**config.mk**
```make
export PLATFORM = sky130hd
export DESIGN_NAME = multi_debouncer
export DESIGN_NICKNAME = d
export VERILOG_FILES = /design/src/rtl/multi_debouncer.sv
export SDC_FILE = /design/constraint.sdc
export NUM_CORES = 1
export LEC_CHECK = 0
export BUFFER_PORTS_ARGS = -buffer_cell sky130_fd_sc_hd__clkbuf_2
export CAP_MARGIN = 40
export CORE_ASPECT_RATIO = 1.2
export CORE_UTILIZATION = 58
export DETAILED_ROUTE_END_ITERATION = 8
export PLACE_DENSITY = 0.79
export SYNTH_ARGS = -nofsm -noshare
export SYNTH_HDL_FRONTEND = slang
export SYNTH_SLANG_ARGS = --single-unit
```
**constraint.sdc**
```tcl
create_clock -name clk_100mhz -period 4.25 [get_ports clk_100mhz]
set_input_delay 0.425 -clock clk_100mhz [delete_from_list [all_inputs] [get_ports clk_100mhz]]
set_output_delay 0.425 -clock clk_100mhz [all_outputs]
set_load 0.005 [all_outputs]
```
**src/rtl/multi_debouncer.sv**
```systemverilog
// N-channel button conditioner: 2-flop synchroniser, tick-gated debounce,
// press/release/long-press pulses and a clearable press counter per channel.
module multi_debouncer #(
  parameter int N_CHANNELS       = 4,
  parameter int COUNTER_BITS     = 4,
  parameter int TICK_DIV         = 10,
  parameter int LONG_PRESS_TICKS = 64,
  parameter int COUNT_WIDTH      = 8
) (
  input  logic                              clk_100mhz,
  input  logic                              rst,
  input  logic [N_CHANNELS-1:0]             btn_raw,
  input  logic [N_CHANNELS-1:0]             count_clear,
  output logic [N_CHANNELS-1:0]             btn_clean,
  output logic [N_CHANNELS-1:0]             press_pulse,
  output logic [N_CHANNELS-1:0]             release_pulse,
  output logic [N_CHANNELS-1:0]             long_press,
  output logic [N_CHANNELS*COUNT_WIDTH-1:0] press_count
);

  localparam int DIV_W  = $clog2(TICK_DIV);
  localparam int HOLD_W = $clog2(LONG_PRESS_TICKS + 1);
  localparam logic [DIV_W-1:0]  DIV_LAST  = DIV_W'(TICK_DIV - 1);
  localparam logic [HOLD_W-1:0] HOLD_MAX  = HOLD_W'(LONG_PRESS_TICKS);
  localparam logic [HOLD_W-1:0] HOLD_FIRE = HOLD_W'(LONG_PRESS_TICKS - 1);

  logic [DIV_W-1:0]      div;
  logic                  tick;
  logic [N_CHANNELS-1:0] sync_meta;
  logic [N_CHANNELS-1:0] btn_sync;

  // Shared clock enable replacing the old derived 10 MHz clock.
  always_ff @(posedge clk_100mhz or posedge rst) begin
    if (rst)                div <= '0;
    else if (div == DIV_LAST) div <= '0;
    else                    div <= div + 1'b1;
  end

  assign tick = (div == DIV_LAST);

  // NOTE: non-blocking assignments make both stages sample the pre-edge
  // values; blocking here would collapse the synchroniser into one flop.
  always_ff @(posedge clk_100mhz or posedge rst) begin
    if (rst) begin
      sync_meta <= '0;
      btn_sync  <= '0;
    end else begin
      sync_meta <= btn_raw;
      btn_sync  <= sync_meta;
    end
  end

  for (genvar i = 0; i < N_CHANNELS; i++) begin : g_ch
    logic [COUNTER_BITS-1:0] db_cnt;
    logic                    clean_q;
    logic                    clean_prev;
    logic                    press_q;
    logic                    release_q;
    logic [HOLD_W-1:0]       hold_cnt;
    logic                    long_q;
    logic [COUNT_WIDTH-1:0]  count_q;

    // The window only advances on ticks; any agreeing tick restarts it.
    always_ff @(posedge clk_100mhz or posedge rst) begin
      if (rst) begin
        db_cnt  <= '0;
        clean_q <= 1'b0;
      end else if (tick) begin
        if (btn_sync[i] == clean_q) begin
          db_cnt <= '0;
        end else if (&db_cnt) begin
          clean_q <= ~clean_q;
          db_cnt  <= '0;
        end else begin
          db_cnt <= db_cnt + 1'b1;
        end
      end
    end

    always_ff @(posedge clk_100mhz or posedge rst) begin
      if (rst) begin
        clean_prev <= 1'b0;
        press_q    <= 1'b0;
        release_q  <= 1'b0;
      end else begin
        clean_prev <= clean_q;
        press_q    <= clean_q & ~clean_prev;
        release_q  <= ~clean_q & clean_prev;
      end
    end

    // Hold counter saturates so long_press fires exactly once per press.
    always_ff @(posedge clk_100mhz or posedge rst) begin
      if (rst) begin
        hold_cnt <= '0;
        long_q   <= 1'b0;
      end else begin
        long_q <= 1'b0;
        if (!clean_q) begin
          hold_cnt <= '0;
        end else if (tick && hold_cnt != HOLD_MAX) begin
          hold_cnt <= hold_cnt + 1'b1;
          long_q   <= (hold_cnt == HOLD_FIRE);
        end
      end
    end

    always_ff @(posedge clk_100mhz or posedge rst) begin
      if (rst)                 count_q <= '0;
      else if (count_clear[i]) count_q <= '0;
      else if (press_q)        count_q <= count_q + 1'b1;
    end

    assign btn_clean[i]                               = clean_q;
    assign press_pulse[i]                             = press_q;
    assign release_pulse[i]                           = release_q;
    assign long_press[i]                              = long_q;
    assign press_count[i*COUNT_WIDTH +: COUNT_WIDTH]  = count_q;
  end

endmodule

```
Yosys cells after proc, flatten, opt, wreduce, memory -nomap -nowiden:

Index checks and enable logic that the tools add are counted.

* flip-flop bits (word level): 108
* input port bits: 10
* output and inout port bits: 48
* word-level logic and storage cells: 134

* add/sub/neg operators: 13
* equal/unequal tests: 17
* mux-type cells: 33
* bitwise operators: 20
* reduce and logical (&&, ||, !) cells: 16

Operator list (number)
* 2-to-1 mux 8 bit: 8
* 2-to-1 mux 7 bit: 8
* 2-to-1 mux 4 bit: 9
* adder 8 x 1 -> 8 bit (second input constant): 4
* adder 7 x 1 -> 7 bit (second input constant): 4
* == test 7 x 6 -> 1 bit (second input constant): 4
* != test 7 bit (second input constant): 4
* AND reduction 6 bit: 4
* adder 4 x 1 -> 4 bit (second input constant): 5
* AND reduction 4 bit: 4
* inverter 1 bit: 12
* bitwise AND 1 bit: 8
* 2-to-1 mux 1 bit: 8
* != test 2 x 1 -> 1 bit (second input constant): 4
* nonzero test 2 bit: 4
* == test 1 bit: 4
* == test 4 bit (second input constant): 1
* logical AND 1 bit: 4

Logic depth before layout (Yosys ltp):

* word-level depth: 4
* mapped depth: 6
* gate-level depth less buffers: 5

Worst setup path before layout:

Ideal clock, no wire load.

* path kind: register to register
* start: register div[1]
* end: register g_ch[2].clean_q
* library setup time: 125 ps
* arrival: 1364 ps
* required time: 4125 ps
* slack: 2761 ps
* stages on the path, launching flop included: 6
* buffers on the path: 2
* clock period less this slack: 1489 ps
* cells stage by stage: dfrtp_1 nor4bb_1 buf_4 buf_12 nand4_2 mux2_4

* cells in the longest elaborated chain, start to end: 2

RTL lines
* start, declared: line 27 `logic [DIV_W-1:0] div;`
* start signal, assigned: line 36 `else div <= div + 1'b1;`
* == test 4 bit: line 39 `assign tick = (div == DIV_LAST);`
* AND reduction 6 bit (no source line)
* end signal, assigned: line 72 `clean_q <= ~clean_q;`
* end, declared: line 55 `logic clean_q;`

No other way between the ends.
A chain may end at the register's enable or synchronous reset.

Worst setup path after layout:

* start: register div[2]
* end: register g_ch[0].hold_cnt[1]

* cells in the longest elaborated chain, start to end: 3

RTL lines
* == test 4 bit: line 39
* logical AND 1 bit: line 101 `end else if (tick && hold_cnt != HOLD_MAX) begin`
* != test 2 x 1 -> 1 bit (no source line)
* end signal, assigned: line 102 `hold_cnt <= hold_cnt + 1'b1;`
* end, declared: line 59 `logic [HOLD_W-1:0] hold_cnt;`

No other way between the ends.

==> impl_metrics.toml <==
[worst_hold_path]
worst_hold_path_type = "primary input to async pin"

[power_and_ir_drop]
p_per_area_mw_per_mm2 = 307.7
total_power_mw = 1.696
irDropWorstVdd_v = 0.0001506
p_leak_nw = 2.605

[synth]
yosysUniqueCellTypes = 43
async_flop_share_pct = 100.0
postSynthCellCount = 464
synth_warnings = 0
synth_seq_area_share_pct = 53.69
synth_area_sq_mm = 0.005034
yosys.area.top_type = "dfrtp_1"
synthesis.nets = 490
synth.top_cell.area_share_pct = 53.69
ys_ff_latch = 108
synth-main-ff-cell = "dfrtp_1"
synthTopCellsByArea = "dfrtp_1 54%, xnor2_1 4.9%, ha_1 4.0%, nor2_1 3.7%, nand4_1 3.2%"
synth_edf_count = 0
avgSynthCellArea_sq_um = 10.85

[setup_path]
worst-path-buf-inv = 1
startpoint_type = "register"
setup.worst_path.end_class = "register"
rr_worst_depth = 5
required_ns = 4.51
path_depth = 5
crit_slowest_cell = "nand4bb_1"
path_class = "register to register"
cp_cell_sequence = "nand4bb_1, buf_4, a31oi_1, mux2i_1, nor2_1"
critPathMaxFanout = 18
crit_arrival_ns = 2.63
worst_path_dominant_cell_family = "simple AND/OR/NAND/NOR gates"
slowest_delay_ns = 0.74
cp-startpoint = "div[2]"
timing.rr.start = "div[2]"

[global_routing]
overflow = 0
antenna_found_initial = 0
grt_usage_pct = 20.14
grt_pass1_wl_mm = 14.49
grt_max_degree = 47
grt_pass1_vias = 3379

[sta]
worst_slew_pin_slew_ns = 0.7684
final.setup.tns_ns = 0
finalCritPeriodShare_pct = 55.80
hold_slack_ns = 0.008116
rsz0062_at_grt = "no"
slew_headroom_pct = 48.48
setup_ws_ns = 1.879
period_needed_ns = 2.371
maxSlewViolCount = 0
final-hold-violation-count = 0
finalSetupViolations = 0
fmaxAchievable_mhz = 421.7
skew_ns = 0.01168

[route]
wl_mm = 8.142
drt_iter0_drc = 168
via_count = 3453
drc = 0
wl_per_cell_um = 13.07
routed_via_density = 5.543
drtPass1Iterations = 4
antenna_left = 0

[cts]
clock-sinks = 108
htreeDepth = 3
clock-root-buffer = "clkbuf_8"
cts_resized = 0
cts_tree = "built"
path_clk_slew_ns = 0.10
cts_buffer_depth = 2
insertion_delay_ns = 0.37
postCtsSetupRepairBufs = 0
holdBufCountCts = 0
cts_buffers = 9

[floorplan]
die_y_um = 104.1
initial_core_util_pct = 60.73
fp.dieArea_sq_mm = 0.009057
rows = 36
coreArea_sq_mm = 0.008288
fp.dieW_um = 87.04
io_pins = 58

[cells_and_area]
final_cell_area_sq_mm = 0.005510
multiInputGateArea_sq_mm = 0.002064
syn_to_final_growth_pct = 9.470
seqCellArea_sq_mm = 0.002703
drive_gt1_share_pct = 17.68
diodes = 0
final_core_util_pct = 66.49
final_cells = 623
nNetsFinal = 530
fill_cells = 666

[placed_design]
place_area_sq_mm = 0.005323
placedCellCount = 607
portBuffers = 57
pre_cts_ws_ns = 1.852
gp_congestion = 0.7772
dp_hpwl_mm = 5.828

[flow_run]
drv_cap = 0

[run_status]
outcome = "completed"
==> layout by cell type (no fill, tap or decap), types with 2 or more instances in the layout <==
cell type	n
nand2_1	27
nor2_1	50
clkbuf_8	11
o31ai_1	2
a31oi_1	5
a22o_1	7
dfrtp_1	108
and3b_1	2
nor4b_1	4
nand4_2	4
nor3b_1	5
or3_1	5
inv_1	17
xor2_1	18
and2_1	9
ha_1	16
xnor2_1	28
nor4_1	2
mux2_4	4
clkinv_1	2
o21ai_0	21
clkbuf_2	57
nand4_1	26
nand3_1	10
buf_4	3
a21oi_1	11
clkinvlp_4	2
nor3_1	6
and3_1	7
a21o_1	3
nor2b_1	8
mux2i_1	11
nand3b_1	3
==> final cells by class <==
type / count / area share (%)
clock inverters: 4 / 0.5904
flip-flops and latches: 108 / 49.05
multi-input cells: 304 / 37.47
inverters: 20 / 1.408
well taps: 114 / 2.589
repair buffers: 61 / 6.085
clock buffers: 12 / 2.816
==> layer usage <==
layer	GRT usage (%)	wire length [um]
met5	0	0
met4	7.500	124
met3	4.444	251
met2	34.42	4207
met1	24.62	3558
==> registers in the layout (all words and copies together), names as in the netlist <==
signal           count
g_ch.clean_prev      4
sync_meta            4
g_ch.long_q          4
g_ch.release_q       4
div                  4
g_ch.clean_q         4
g_ch.press_q         4
btn_sync             4
g_ch.db_cnt         16
g_ch.count_q        32
g_ch.hold_cnt       28
==> report_power, final <==
| part | switching [mW] | leakage (nW) | internal (mW) |
|---|---|---|---|
| clock | 0.339 | 0.0892 | 0.249 |
| sequential | 0.0112 | 1.46 | 1.04 |
| combinational | 0.0378 | 1.05 | 0.0199 |
==> Yosys cell counts, types with 3 or more instances <==
cell / n
nand2_1: 27
nand4_1: 26
or3_1: 5
dfrtp_1: 108
nand4_2: 4
a21oi_1: 11
clkbuf_1: 11
buf_4: 18
and2_1: 9
mux2_4: 4
nor3b_1: 5
ha_1: 16
nor2_1: 50
mux2i_1: 11
a31oi_1: 5
and3_1: 7
nor2b_1: 8
o21ai_0: 21
xor2_1: 18
nor4b_1: 4
a21o_1: 3
a22o_1: 7
nand3_1: 10
nor3_1: 6
inv_1: 18
nand3b_1: 3
xnor2_1: 28
==> cells by family (layout without fill, tap and decap cells) <==
family                   after synthesis  count (layout)  synth area share, %
AO/OA/AOI/OAI                         54              54                6.686
XOR/XNOR                              46              46                8.004
adder cells (fa/ha/maj)               16              16                3.977
buffers and inverters                 52              97                5.593
flip-flops                           108             108                53.69
multiplexers                          16              16                3.604
AND/OR/NAND/NOR                      172             172                18.44
==> path summary, 6_finish.rpt <==
kind	to	slack, ns
max in group asynchronous	g_ch[2].hold_cnt[5]	3.21
min in group clk_100mhz	sync_meta[3]	0.16
setup reg to reg	g_ch[0].hold_cnt[1]	1.88
hold reg to reg	btn_sync[2]	0.36
setup / recovery	g_ch[0].hold_cnt[1]	1.88
hold / removal	g_ch[0].count_q[5]	0.008
Note: power is estimated with default switching activity, not from simulation.
